File: src/rtl/mxrv_div_pkg.sv
// Shared funct3 codes, FSM state encoding and opcode helpers for the RV32M
// divide sequencer.
package mxrv_div_pkg;

  localparam logic [2:0] INST_DIV  = 3'b100;
  localparam logic [2:0] INST_DIVU = 3'b101;
  localparam logic [2:0] INST_REM  = 3'b110;
  localparam logic [2:0] INST_REMU = 3'b111;

  typedef enum logic [1:0] {
    S_IDLE  = 2'd0,
    S_START = 2'd1,
    S_CALC  = 2'd2,
    S_END   = 2'd3
  } div_state_t;

  function automatic logic f3_is_signed(input logic [2:0] f3);
    return (f3 == INST_DIV) || (f3 == INST_REM);
  endfunction

  function automatic logic f3_is_rem(input logic [2:0] f3);
    return (f3 == INST_REM) || (f3 == INST_REMU);
  endfunction

endpackage

File: src/rtl/mxrv_div_step.sv
// One restoring-division iteration: shift {rem,quo} left, subtract the
// divisor from the partial remainder and keep the difference if it fits.
module mxrv_div_step #(
  parameter int DATA_W = 32
) (
  input  logic [DATA_W-1:0] rem,
  input  logic [DATA_W-1:0] quo,
  input  logic [DATA_W-1:0] divisor,
  output logic [DATA_W-1:0] rem_next,
  output logic [DATA_W-1:0] quo_next
);

  logic [DATA_W:0]   rem_sh;
  logic [DATA_W+1:0] trial;
  logic              unused_trial_msb;

  // The extra top bit of trial is the borrow; a clear borrow means rem_sh >= divisor.
  always_comb begin
    rem_sh = {rem, quo[DATA_W-1]};
    trial  = {1'b0, rem_sh} - {2'b00, divisor};
    if (!trial[DATA_W+1]) begin
      rem_next = trial[DATA_W-1:0];
      quo_next = {quo[DATA_W-2:0], 1'b1};
    end else begin
      rem_next = rem_sh[DATA_W-1:0];
      quo_next = {quo[DATA_W-2:0], 1'b0};
    end
  end

  assign unused_trial_msb = trial[DATA_W];

endmodule

File: src/rtl/mxrv_div_ctrl.sv
// RV32M DIV/DIVU/REM/REMU sequencer: special cases resolve in START, everything
// else runs 32 restoring steps in CALC before a one-cycle result in END.
module mxrv_div_ctrl
  import mxrv_div_pkg::*;
#(
  parameter int DATA_W     = 32,
  parameter int REG_ADDR_W = 5
) (
  input  logic                  clk,
  input  logic                  rst,
  input  logic                  start_i,
  input  logic [2:0]            funct3_i,
  input  logic [DATA_W-1:0]     dividend_i,
  input  logic [DATA_W-1:0]     divisor_i,
  input  logic [REG_ADDR_W-1:0] rd_i,
  input  logic                  cancel_i,
  output logic                  busy_o,
  output logic                  ready_o,
  output logic [DATA_W-1:0]     result_o,
  output logic [REG_ADDR_W-1:0] rd_o,
  output logic                  rd_wr_en_o
);

  localparam int CNT_W = $clog2(DATA_W) + 1;
  localparam logic [DATA_W-1:0] MIN_NEG = {1'b1, {(DATA_W-1){1'b0}}};

  div_state_t              state;
  logic [CNT_W-1:0]        cnt;
  logic [2:0]              funct3_q;
  logic [REG_ADDR_W-1:0]   rd_q;
  logic [DATA_W-1:0]       dividend_q;
  logic [DATA_W-1:0]       divisor_q;
  logic [DATA_W-1:0]       rem_q;
  logic [DATA_W-1:0]       quo_q;
  logic [DATA_W-1:0]       dvs_q;
  logic                    q_neg;
  logic                    r_neg;
  logic                    busy_q;
  logic                    ready_q;
  logic [DATA_W-1:0]       result_q;
  logic [REG_ADDR_W-1:0]   rd_out_q;

  logic [DATA_W-1:0]       rem_next;
  logic [DATA_W-1:0]       quo_next;
  logic                    is_signed;
  logic                    is_rem;
  logic                    a_neg;
  logic                    b_neg;
  logic [DATA_W-1:0]       quo_fixed;
  logic [DATA_W-1:0]       rem_fixed;

  mxrv_div_step #(.DATA_W(DATA_W)) u_step (
    .rem      (rem_q),
    .quo      (quo_q),
    .divisor  (dvs_q),
    .rem_next (rem_next),
    .quo_next (quo_next)
  );

  always_comb begin
    is_signed = f3_is_signed(funct3_q);
    is_rem    = f3_is_rem(funct3_q);
    a_neg     = is_signed & dividend_q[DATA_W-1];
    b_neg     = is_signed & divisor_q[DATA_W-1];
    quo_fixed = q_neg ? -quo_next : quo_next;
    rem_fixed = r_neg ? -rem_next : rem_next;
  end

  always_ff @(posedge clk or posedge rst) begin
    if (rst) begin
      state      <= S_IDLE;
      cnt        <= '0;
      funct3_q   <= '0;
      rd_q       <= '0;
      dividend_q <= '0;
      divisor_q  <= '0;
      rem_q      <= '0;
      quo_q      <= '0;
      dvs_q      <= '0;
      q_neg      <= 1'b0;
      r_neg      <= 1'b0;
      busy_q     <= 1'b0;
      ready_q    <= 1'b0;
      result_q   <= '0;
      rd_out_q   <= '0;
    end else begin
      ready_q <= 1'b0;
      case (state)
        S_IDLE: begin
          busy_q <= 1'b0;
          if (start_i && !cancel_i) begin
            funct3_q   <= funct3_i;
            rd_q       <= rd_i;
            dividend_q <= dividend_i;
            divisor_q  <= divisor_i;
            busy_q     <= 1'b1;
            state      <= S_START;
          end
        end
        S_START: begin
          if (cancel_i) begin
            busy_q <= 1'b0;
            state  <= S_IDLE;
          end else if (divisor_q == '0) begin
            result_q <= is_rem ? dividend_q : '1;
            rd_out_q <= rd_q;
            ready_q  <= 1'b1;
            state    <= S_END;
          end else if (is_signed && dividend_q == MIN_NEG && divisor_q == '1) begin
            result_q <= is_rem ? '0 : MIN_NEG;
            rd_out_q <= rd_q;
            ready_q  <= 1'b1;
            state    <= S_END;
          end else begin
            rem_q <= '0;
            quo_q <= a_neg ? -dividend_q : dividend_q;
            dvs_q <= b_neg ? -divisor_q : divisor_q;
            q_neg <= a_neg ^ b_neg;
            r_neg <= a_neg;
            cnt   <= '0;
            state <= S_CALC;
          end
        end
        S_CALC: begin
          if (cancel_i) begin
            busy_q <= 1'b0;
            state  <= S_IDLE;
          end else begin
            rem_q <= rem_next;
            quo_q <= quo_next;
            cnt   <= cnt + CNT_W'(1);
            // Last step: the sign fix is taken straight from this step's outputs.
            if (cnt == CNT_W'(DATA_W - 1)) begin
              result_q <= is_rem ? rem_fixed : quo_fixed;
              rd_out_q <= rd_q;
              ready_q  <= 1'b1;
              state    <= S_END;
            end
          end
        end
        S_END: begin
          busy_q <= 1'b0;
          state  <= S_IDLE;
        end
        default: begin
          busy_q <= 1'b0;
          state  <= S_IDLE;
        end
      endcase
    end
  end

  // A flush arriving in the END cycle still has to suppress the write.
  assign ready_o    = ready_q & ~cancel_i;
  assign rd_wr_en_o = ready_q & ~cancel_i;
  assign busy_o     = busy_q;
  assign result_o   = result_q;
  assign rd_o       = rd_out_q;

endmodule

File: config.mk
export PLATFORM = sky130hd
export DESIGN_NAME = mxrv_div_ctrl
export DESIGN_NICKNAME = d
export VERILOG_FILES = /design/src/rtl/mxrv_div_pkg.sv /design/src/rtl/mxrv_div_step.sv /design/src/rtl/mxrv_div_ctrl.sv
export SDC_FILE = /design/constraint.sdc
export NUM_CORES = 1
export LEC_CHECK = 0
export ABC_AREA = 1
export CORE_ASPECT_RATIO = 0.9
export CORE_UTILIZATION = 50
export CTS_CLUSTER_DIAMETER = 30
export CTS_CLUSTER_SIZE = 12
export DETAILED_ROUTE_END_ITERATION = 12
export HOLD_SLACK_MARGIN = 0.06
export PLACE_DENSITY = 0.79
export SYNTH_ARGS = -nofsm -noshare
export SYNTH_HDL_FRONTEND = slang
export SYNTH_SLANG_ARGS = --single-unit
File: constraint.sdc
create_clock -name clk -period 9 [get_ports clk]
set_clock_uncertainty 0.2 [all_clocks]
set_input_delay 2.7 -clock clk [delete_from_list [all_inputs] [get_ports clk]]
set_output_delay 2.7 -clock clk [all_outputs]
set_load 0.005 [all_outputs]
==> results.md <==
* Final non-filler cell total at ~2.9k
* Critical hold path startpoint: rd_q[2]$_DFFE_PP0P_
* Dpl hpwl at 37500 um
* Post-synth ARST share at 100%
* Core area at approximately 31000 um2
* Synth Area per Inst at about 6.6 um2
* Min-Delay Path Depth at 2
* DR vias at around 16k
* Gr usage total at about a third
* Clk root buf: clkbuf_16
* CTS clock-pin slew for the worst setup and hold paths at roughly 50 ps
* CP Cell Sequence: clkdlybuf4s50_1 -> nor2_1 -> clkdlybuf4s50_1
* Register area share after synthesis at 34.5%
* Total gr overflow at 0
* R2R setup slack at roughly 3700 ps
* Layout cells sized above 1 at ~7.0%
* Slowest CP cell: clkdlybuf4s50_1
* Detailed Route Iter0 Violations at 2043
* Initial Util at between 50% and 60%
* VDD IR max at a little over 0.0002 V
* Run status: finished, final reports clean
* Hold_buf cts at 0
* Post-CTS sizing at 0
* Post-synthesis compound-gate area fraction at about 14%
* Hold Fails Final Rpt at 0
* CTS tree: yes
* Setup bufs post-CTS at 0
* Synth cell types at 58
* Final ANT Viol Nets at 0
* Wire per inst at 17.4 um
* Final setup viols at 0
* I/O pins at roughly 120
* Final Util at between 60% and 70%
* Hold Path End: rd_o[2]$_DFFE_PP0P_
* Final Instance Area at approximately 19000 um2
* Cell mode on critical path: clkdlybuf4s50_1
* Most common cell after layout, fill and taps aside: nand2_1
* Worst r2r path cells at 30
* Hold Crit Class: reg -> reg
* Fmax at ~150 MHz
* Largest family of logic cells by synthesized area: simple AND/OR/NAND/NOR gates
* Data required, critical path at between 6000 and 7000 ps
* DIE AREA at approximately 32000 um2
* Max stage delay on crit path at ~550 ps
* Max Cap Violations at 0
* Pre-CTS setup slack at 2150 ps
* Largest net degree at the start of global routing at 96
* YS warnings at 0
* CTS sink cnt at about 220
* Syn-to-layout area delta at 19.4%
* Largest delay contributor family on the critical path: buffers and inverters
* Worst Path Buf+Inv at 2
* Mapped Nets at between 2k and 2.5k
* Critical path origin: cancel_i
* CP Launch Type: input port
* Die width at about 190 um
* CTS buffer count at 46
* Area post-placement at 17100 um2
* Synthesized instance count at around 2.4k
* Max clock buf depth at 3
* Leakage power at a little over 9 nW
* First-pass DRT Iterations at 6
* Mapped Area at approximately 16000 um2
* First-pass GRT wire length at ~80000 um
* CP Max Fanout at 8
* Clk Latency, worst-skew pair at approximately 580 ps
* Kind of critical path: in -> out
* Commonest non-fill, non-tap cells in the layout: 659 x nand2_1, 318 x inv_1, 254 x nor2_1, 217 x dfrtp_1, 166 x nand3_1
* Final setup margin at around 2100 ps
* Crit Reg-Reg Startpoint: dvs_q[26]$_DFFE_PP0P_
* Max-slew headroom at 38.2%
* Register bit total from synthesis at ~220
* Crit path DAT at 3980 ps
* Mux contribution to synthesized area at 1.50%
* Initial antenna violation count at 0
* Primary FF master, synth: dfrtp_1
* Power Dens Cells at between 300 and 400 nW/um2
* Period utilization at between 70% and 80%
* RSZ-0062 raised after global routing: no
* Critical R2R Capture: result_o[28]$_DFFE_PP0P_
* WL final at a little over 50000 um
* Least-Margin Pin Slew at around 900 ps
* Vias/cell at 5.61
* Post-synthesis adder-cell area fraction at under 10%
* Placed cells at around 2.8k
* Slew Viols, Final at 0
* EDFF count, synth at 0
* Setup TNS at 0 ps
* Period minus WS final at 6880 ps
* Rows at roughly 60
* Die Ht at roughly 170 um
* Final Net Count at 2579
* Vias in the first global route at between 15k and 20k
* XOR/XNOR Fraction of Synth Area at 3.56%
* Post-Synth Simple-Gate Area at approximately a third
* Antenna Cells at 0
* Htree depth at 2
* DRC viols at 0
* Routability Congestion at 0.990
* Crit end category: output port
* PortBufs at approximately 120
-- kinds of logic after synthesis --
family | Yosys count
AO/OA/AOI/OAI | 397
XOR/XNOR | 64
adder cells (fa/ha/maj) | 43
buffers and inverters | 423
flip-flops | 217
multiplexers | 21
AND/OR/NAND/NOR | 1209
-- worst min-delay path, stage by stage (launching register included) --
cell and delay, ps:
dfrtp_1 330, nand2_1 50, nand2_1 50
-- per-layer routing --
| metal | track usage (%) | routed length [um] |
|---|---|---|
| met1 | 45.5 | 22400 |
| met2 | 46.1 | 21100 |
| met3 | 8.62 | 5630 |
| met4 | 9.96 | 1350 |
| met5 | 0 | 0 |
-- metrics by stage --
| stage | total power (W) | hold slack (ps) |
|---|---|---|
| floorplan | 0.00361 | 236 |
| global placement | 0.00441 | 245 |
| detailed placement | 0.00450 | 262 |
| CTS | 0.00630 | 273 |
| global route | 0.00679 | 286 |
| finish | 0.00639 | 268 |
-- flip-flops by register name, indices dropped and copies added (netlist names), 5 cells and up --
register	flops
dividend_q	32
divisor_q	32
dvs_q	32
quo_q	32
rem_q	32
result_o	32
cnt	6
rd_o	5
rd_q	5
-- layout make-up --
type / instances / area (um2)
clock buffer: 55 / 1210
clock inverter: 31 / 434
fill: 2878 / 12100
inverter: 330 / 1250
multi-input combinational: 1734 / 8670
sequential: 217 / 5430
tap: 409 / 512
timing repair buffer: 131 / 1270
-- how the worst max path moves through the flow --
stage | endpoint | cells past startpoint | slack, ps
after CTS | ready_o | 3 | 2120
final | rd_wr_en_o | 3 | 2120
after global placement | ready_o | 3 | 2130
after global routing | rd_wr_en_o | 3 | 2050
after floorplan | busy_o$_DFFE_PP0P_ | 1 | 160
after detailed placement | ready_o | 3 | 2150
-- power by group --
group	switching [W]	total [W]	internal, W	leakage (nW)
combinational	0.00196	0.00289	0.000932	5.81
sequential	0.000377	0.00173	0.00135	2.68
clock	0.000609	0.00177	0.00116	0.783
-- synth_stat cells (all sizes together), types with 2 or more instances --
cell	instances	area share (%)
a211oi	2	0.095
a21oi	141	4.5
a31oi	13	0.52
a32o	3	0.19
and3	2	0.080
buf	33	1.1
clkbuf	60	1.4
clkinv	3	0.072
dfrtp	217	35
ha	42	3.3
inv	327	7.8
mux2	21	1.5
nand2	675	16
nand3	170	5.5
nand3b	9	0.43
nand4	27	1.1
nor2	266	6.7
nor3	40	1.5
nor4	11	0.44
o211ai	26	1.2
o21a	3	0.14
o21ai	180	5.8
o21bai	4	0.19
o221ai	2	0.11
o22ai	10	0.40
o311ai	5	0.28
o31ai	3	0.14
or2	5	0.20
xnor2	3	0.17
xor2	61	3.4
Note: power is estimated with default switching activity, not from simulation.
